**src/rtl/mem_bus_arbiter.sv**
```systemverilog
// mem_bus_arbiter
//   Shares one memory port between the CPU (requester 0) and the IO/DMA engine
//   (requester 1). Arbitration happens only in IDLE: the CPU has fixed priority
//   unless IO has waited MAX_WAIT cycles. Each transaction is a grant, then
//   MEM_LATENCY access cycles with mem_en high, then a one-cycle done pulse.
// Ports
//   i_clk, i_reset                 clock, synchronous active-high reset
//   i_cpu_* / i_io_*               requester inputs: req (level), we, addr, wdata
//   o_cpu_* / o_io_*               gnt (ACCESS+RESP), done (RESP pulse), rdata (held)
//   o_mem_en/we/addr/wdata         memory port, all zero outside ACCESS
//   i_mem_rdata                    memory read data, sampled on last access cycle
//   o_busy                         arbiter is not idle
module mem_bus_arbiter #(
  parameter int ADDR_WIDTH  = 8,
  parameter int DATA_WIDTH  = 8,
  parameter int MEM_LATENCY = 1,
  parameter int MAX_WAIT    = 4
) (
  input  logic                  i_clk,
  input  logic                  i_reset,
  input  logic                  i_cpu_req,
  input  logic                  i_cpu_we,
  input  logic [ADDR_WIDTH-1:0] i_cpu_addr,
  input  logic [DATA_WIDTH-1:0] i_cpu_wdata,
  output logic                  o_cpu_gnt,
  output logic                  o_cpu_done,
  output logic [DATA_WIDTH-1:0] o_cpu_rdata,
  input  logic                  i_io_req,
  input  logic                  i_io_we,
  input  logic [ADDR_WIDTH-1:0] i_io_addr,
  input  logic [DATA_WIDTH-1:0] i_io_wdata,
  output logic                  o_io_gnt,
  output logic                  o_io_done,
  output logic [DATA_WIDTH-1:0] o_io_rdata,
  output logic                  o_mem_en,
  output logic                  o_mem_we,
  output logic [ADDR_WIDTH-1:0] o_mem_addr,
  output logic [DATA_WIDTH-1:0] o_mem_wdata,
  input  logic [DATA_WIDTH-1:0] i_mem_rdata,
  output logic                  o_busy
);
  localparam int WW = $clog2(MAX_WAIT + 1);
  localparam int CW = (MEM_LATENCY > 1) ? $clog2(MEM_LATENCY) : 1;

  typedef enum logic [1:0] {S_IDLE, S_ACCESS, S_RESP} state_t;

  // Transaction latched at grant; io=1 means IO owns the bus.
  typedef struct packed {
    logic                  io;
    logic                  we;
    logic [ADDR_WIDTH-1:0] addr;
    logic [DATA_WIDTH-1:0] wdata;
  } txn_t;

  state_t                r_state, w_next;
  txn_t                  r_txn, w_txn_new;
  logic [CW-1:0]         r_cnt;
  logic [WW-1:0]         r_io_wait;
  logic [DATA_WIDTH-1:0] r_cpu_rdata, r_io_rdata;
  logic                  w_grant_io, w_last, w_io_owner;

  always_comb begin
    w_grant_io = i_io_req && (!i_cpu_req || (r_io_wait >= WW'(MAX_WAIT)));
    w_last     = (r_cnt == CW'(MEM_LATENCY - 1));
    w_io_owner = (r_state != S_IDLE) && r_txn.io;
    w_txn_new  = w_grant_io ? '{1'b1, i_io_we, i_io_addr, i_io_wdata}
                            : '{1'b0, i_cpu_we, i_cpu_addr, i_cpu_wdata};

    w_next = r_state;
    case (r_state)
      S_IDLE:   if (i_cpu_req || i_io_req) w_next = S_ACCESS;
      S_ACCESS: if (w_last) w_next = S_RESP;
      S_RESP:   w_next = S_IDLE;
      default:  w_next = S_IDLE;
    endcase

    o_busy      = (r_state != S_IDLE);
    o_cpu_gnt   = o_busy && !r_txn.io;
    o_io_gnt    = o_busy && r_txn.io;
    o_cpu_done  = (r_state == S_RESP) && !r_txn.io;
    o_io_done   = (r_state == S_RESP) && r_txn.io;
    o_mem_en    = 1'b0;
    o_mem_we    = 1'b0;
    o_mem_addr  = '0;
    o_mem_wdata = '0;
    if (r_state == S_ACCESS) begin
      o_mem_en    = 1'b1;
      o_mem_we    = r_txn.we;
      o_mem_addr  = r_txn.addr;
      o_mem_wdata = r_txn.wdata;
    end
    o_cpu_rdata = r_cpu_rdata;
    o_io_rdata  = r_io_rdata;
  end

  always_ff @(posedge i_clk) begin
    if (i_reset) begin
      r_state     <= S_IDLE;
      r_txn       <= '0;
      r_cnt       <= '0;
      r_io_wait   <= '0;
      r_cpu_rdata <= '0;
      r_io_rdata  <= '0;
    end else begin
      r_state <= w_next;
      case (r_state)
        S_IDLE: if (i_cpu_req || i_io_req) begin
          r_txn <= w_txn_new;
          r_cnt <= '0;
        end
        S_ACCESS: begin
          r_cnt <= r_cnt + 1'b1;
          if (w_last && !r_txn.we) begin
            if (r_txn.io) r_io_rdata  <= i_mem_rdata;
            else          r_cpu_rdata <= i_mem_rdata;
          end
        end
        default: ;
      endcase

      // Starvation counter: cleared when IO wins, otherwise counts every
      // cycle IO is asking but does not own the bus.
      if (r_state == S_IDLE && w_grant_io)
        r_io_wait <= '0;
      else if (i_io_req && !w_io_owner && (r_io_wait < WW'(MAX_WAIT)))
        r_io_wait <= r_io_wait + 1'b1;
    end
  end
endmodule

```
**config.mk**
```make
export PLATFORM = sky130hd
export DESIGN_NAME = mem_bus_arbiter
export DESIGN_NICKNAME = d
export VERILOG_FILES = /design/src/rtl/mem_bus_arbiter.sv
export SDC_FILE = /design/constraint.sdc
export NUM_CORES = 1
export LEC_CHECK = 0
export BUFFER_PORTS_ARGS = -buffer_cell sky130_fd_sc_hd__buf_2
export CAP_MARGIN = 20
export CORE_ASPECT_RATIO = 0.75
export CORE_MARGIN = 10
export CORE_UTILIZATION = 51
export DETAILED_ROUTE_END_ITERATION = 16
export GPL_TIMING_DRIVEN = 1
export PLACE_DENSITY = 0.85
export RECOVER_POWER = 50
export SYNTH_ARGS = -nofsm -noshare
export SYNTH_HDL_FRONTEND = slang
export SYNTH_SLANG_ARGS = --single-unit
```
**constraint.sdc**
```tcl
create_clock -name i_clk -period 1.69 [get_ports i_clk]
set_input_delay 0.169 -clock i_clk [delete_from_list [all_inputs] [get_ports i_clk]]
set_output_delay 0.169 -clock i_clk [all_outputs]
set_load 0.05 [all_outputs]
```
Yosys cells after proc, flatten, opt, wreduce, memory -nomap -nowiden
Cells that the tools add are included.
{"block": "totals", "regBits": 40, "input_bits": 46, "output_inout_bits": 39, "word_cells": 53}
{"block": "classes", "add_sub_neg": 2, "n_lt_le_gt_ge": 2, "eq_ne": 4, "n_mux": 10, "bitwise_logic": 2, "reduce_logical": 24}
{"operator": "two-way mux 18 bit", "count": 1}
{"operator": "two-way mux 8 bit", "count": 2}
{"operator": "logical AND 1 bit", "count": 9}
{"operator": "AND reduction 2 bit", "count": 3}
{"operator": "AND reduction 3 bit", "count": 2}
{"operator": "logical NOT 1 bit", "count": 4}
{"operator": "two-way mux 2 bit", "count": 2}
{"operator": "!= test 2 bit, second input constant", "count": 2}
{"operator": "case mux 2 bit (2 select lines)", "count": 1}
{"operator": "nonzero test 2 bit", "count": 2}
{"operator": "adder 3 x 1 -> 3 bit, second input constant", "count": 1}
{"operator": "greater-or-equal comparator 3 bit, second input constant", "count": 1}
{"operator": "less-than comparator 3 bit, second input constant", "count": 1}
{"operator": "two-way mux 1 bit", "count": 3}
{"operator": "== test 2 x 1 -> 1 bit, second input constant", "count": 1}
{"operator": "== test 2 bit, second input constant", "count": 1}
{"operator": "logical NOT 2 bit", "count": 1}
{"operator": "logical OR 1 bit", "count": 2}
{"operator": "inverter 1 bit", "count": 2}
{"operator": "case mux 1 bit (2 select lines)", "count": 1}
{"operator": "OR reduction 2 bit", "count": 1}
{"operator": "adder 1 bit, second input constant", "count": 1}

Depth between registers and ports, before layout
{"block": "logic_depth", "ltp_word": 5, "mapped_depth": 6, "mapped_depth_nobuf": 4}

Worst setup path before layout
No wires, ideal clock.
{"block": "synth_path", "kind": "register to output", "from": "reg r_state[1]", "to": "out o_mem_addr[0]", "arrival_time_ns": 1.688, "t_required_ns": 1.521, "setup_slack_ns": -0.167, "path_stages_with_launch": 4, "path_buffers": 1, "path_cell_list": "dfxtp_1 > and2b_4 > clkbuf_1 > and2_1"}
{"block": "synth_via", "elab_chain_cells": 2}
{"element": "start, declared", "line_no": "55", "text": "state_t r_state, w_next;"}
{"element": "start signal, assigned", "line_no": "105", "text": "r_state <= w_next;"}
{"element": "== test 2 x 1 -> 1 bit", "line_no": "86", "text": "if (r_state == S_ACCESS) begin"}
{"element": "two-way mux 8 bit", "line_no": "86"}
{"element": "end, declared", "line_no": "37", "text": "output logic [ADDR_WIDTH-1:0] o_mem_addr,"}
No other way between the ends.

Worst setup path after layout
{"block": "layout_path", "from": "reg r_state[1]", "to": "out o_mem_addr[1]"}
The elaborated chain is that of the path after synthesis.

==> results by group <==
Setup path
  – CP bufs+invs: 1
  – Top delay family on crit path: simple AND/OR/NAND/NOR gates
  – CP max stage delay: 0.37 ns
  – CP Launch Type: flop
  – Worst r2r src: r_state[1]
  – Worst r2r path cells: 4
  – CP endpoint kind: output port
  – Max FO, Critical Path: 11
  – CP Class: reg2out
  – Crit path cell chain: and2b_4 > and2_1 > buf_2
  – Worst path required time: 1.52 ns
  – Worst R2R Setup Slack: 0.16 ns
  – CP max-delay cell: dfxtp_1
  – R2R Path End: r_txn[7]
  – CP arrival: 1.42 ns

Clock tree
  – Worst-Skew Late Latency: 0.29 ns
  – Clock root cell: clkbuf_8
  – Clock-pin transition on the worst setup and hold timing paths: 0.08 ns
  – Max Buffers Root-to-Sink: 2
  – Number of CTS-inserted buffers: 5
  – CTS tree: done
  – Clk sinks: 40
  – H-tree depth: 2
  – Post-CTS Setup Repair Bufs: 0

Final layout
  – Area grow syn2layout: 25.1%
  – Final Cell Area: 0.00247 mm^2
  – Net count reported at finish: 347
  – Share of cells above drive strength 1: 30.6%
  – # fillers: 315
  – Diode count: 0
  – Layout Cells excl Fill: 353
  – Final Util: 66.9%

Power
  – VDD IR max: 0.653 mV
  – Total power: 2.42 mW
  – Lkg Pwr: 1.10 nW
  – PwrDens: 980 mW/mm^2

Placement
  – Number of I/O port buffers: 84
  – Post-Place Cells: 344
  – Placed instance area: 0.00238 mm^2
  – Placer Congestion: 0.799
  – Setup WS pre-CTS: 0.261 ns
  – DP HPWL: 4050 um

Synthesis
  – Number of synthesized register bits: 40
  – Post-synthesis cell type count: 32
  – Yosys warns: 0
  – Syn Nets: 270
  – Synth Area per Inst: 8.84 um^2
  – Cell Area, Synth: 0.00197 mm^2
  – Syn Inst Count: 223
  – Seq/Total Area, Yosys: 40.6%

Timing
  – Setup Viol. Count Final: 0
  – Fmax: 629 MHz
  – Setup ws final: 0.101 ns
  – Final hold violation count: 0
  – Worst slew margin: 54.4%
  – Final Skew: 0.00885 ns
  – Unrepaired setup endpoints after global routing: no
  – Setup Total Neg Slack: 0 ns
  – Max Transition Viols Final: 0
  – Clock period minus final worst setup slack: 1.59 ns
  – Hold Slack: 0.148 ns
  – Period utilisation layout: 94.0%
  – Least-Margin Pin Slew: 0.684 ns

Min path
  – Hold crit path type: in2reg
  – Hold_sp: i_io_wdata[4]
  – Hold Crit Endpoint: r_txn[4]
  – Cell depth of the worst hold path: 3

Floorplan
  – Die height: 73.9 um
  – IO Count: 85
  – DIE AREA: 0.00678 mm^2
  – Initial core utilization: 53.5%
  – Die W: 91.8 um
  – Rows: 19
  – Core ar.: 0.00368 mm^2

Flow run
  – Max cap viols: 0

Global route
  – Largest net degree at the start of global routing: 47
  – All-layer global routing usage: 15.7%
  – Initial antenna violation count: 0
  – Global-route wire length before repair: 8830 um
  – Vias in the first global route: 1856
  – Grt ovf: 0

Routing
  – Post-Route WL: 5610 um
  – Wire per inst: 15.9 um
  – Via count: 1941
  – Pre-Repair DR Iteration Count: 4
  – Number of vias per cell: 5.50
  – Initial DRC count: 176
  – # DRC: 0
  – ANT nets after route: 0

Outcome
  – Status: finished, final reports clean
[what timing repair did]
item | 4_1_cts | 5_1_grt
hold buffers | 0 | 0
endpoints found under the setup margin | 4 | 17
resized for setup | 4 | 3
pin swaps | 0 | 0
gates cloned | 0 | 1
[worst max path at each step]
| stage | start | end | depth (start not counted) |
|---|---|---|---|
| 2_1_floorplan | r_state[0] | o_mem_addr[0] | 3 |
| 3_3_place_gp | r_state[0] | o_cpu_rdata[0] | 4 |
| 3_5_place_dp | r_state[0] | o_cpu_rdata[1] | 4 |
| 4_1_cts | r_state[0] | o_mem_addr[1] | 3 |
| 5_1_grt | r_state[1] | o_mem_addr[4] | 3 |
| 6_report | r_state[1] | o_mem_addr[1] | 3 |
[layout by cell type, fill, tap and decap left out, drive strengths merged, types with 2 or more instances in the layout]
cell and count:
nand2b 26, dfxtp 40, clkinv 2, a21oi 21, and2b 3, nand3 19
nor3b 2, clkbuf 24, buf 71, and3b 2, and2 17, o21ai 22
mux2i 16, nor2 6, a311oi 17, inv 4
[worst min-delay path, stage by stage]
cell	delay [ns]
buf_2	0.09
nand3_1	0.05
a311oi_1	0.08
[report_power, final]
group	internal, mW	switching, mW	total [mW]
logic	0.221	0.462	0.683
clock network	0.326	0.324	0.650
registers	1.03	0.0531	1.08
[sequential cells by signal, summed over array words and instances, names as in the netlist]
name / flops
o_cpu_rdata: 8
o_io_rdata: 8
r_cnt: 1
r_io_wait: 3
r_state: 2
r_txn: 18
[Yosys cell counts]
| master | n | area, um^2 |
|---|---|---|
| a2111oi_0 | 1 | 8.76 |
| a21oi_1 | 21 | 105 |
| a311oi_1 | 17 | 149 |
| a31o_2 | 1 | 8.76 |
| a31oi_1 | 1 | 6.26 |
| and2_1 | 17 | 106 |
| and2b_2 | 1 | 8.76 |
| and2b_4 | 1 | 10.0 |
| and3b_1 | 2 | 17.5 |
| buf_2 | 9 | 45.0 |
| buf_4 | 4 | 30.0 |
| buf_6 | 2 | 22.5 |
| clkbuf_1 | 4 | 15.0 |
| clkbuf_2 | 1 | 5.00 |
| dfxtp_1 | 40 | 801 |
| ha_1 | 1 | 12.5 |
| inv_1 | 1 | 3.75 |
| inv_2 | 3 | 11.3 |
| mux2i_1 | 16 | 160 |
| nand2_1 | 1 | 3.75 |
| nand2b_1 | 26 | 163 |
| nand3_1 | 18 | 90.1 |
| nand3_2 | 1 | 10.0 |
| nor2_1 | 4 | 15.0 |
| nor2_2 | 2 | 12.5 |
| nor3_1 | 1 | 5.00 |
| nor3b_1 | 2 | 15.0 |
| o21ai_0 | 20 | 100 |
| o21ai_1 | 2 | 10.0 |
| or2_1 | 1 | 6.26 |
| or3_1 | 1 | 6.26 |
| or3b_1 | 1 | 8.76 |
[final cells by class]
class                      count  area (um^2)  share of cell area (%)
clock inverter                 2         10.0                   0.406
multi-input combinational    160         1050                    42.5
inverter                       4         15.0                   0.609
clock buffer                   6         82.6                    3.35
sequential                    40          802                    32.5
tap                           52         65.1                    2.64
timing repair buffer          89          443                    18.0
[routing by layer]
| layer | share of wire, % | up-vias | global-route usage [%] |
|---|---|---|---|
| met5 | 0 | - | 0 |
| met4 | 0.80 | 0 | 3.75 |
| met3 | 11 | 4 | 7.83 |
| met2 | 47 | 95 | 24.9 |
| met1 | 42 | 887 | 18.6 |
| li1 | - | 955 | - |
[kinds of logic (layout without fill, tap and decap cells)]
group           Yosys count  count (layout)  synth area share [%]
compound gates           63              63                  19.7
fa+ha+maj                 1               1                 0.634
buf+inv                  24             101                  6.73
flops                    40              40                  40.6
mux                      16              16                  8.12
simple gates             79              80                  24.2
Power figures use the tool's default switching activity.
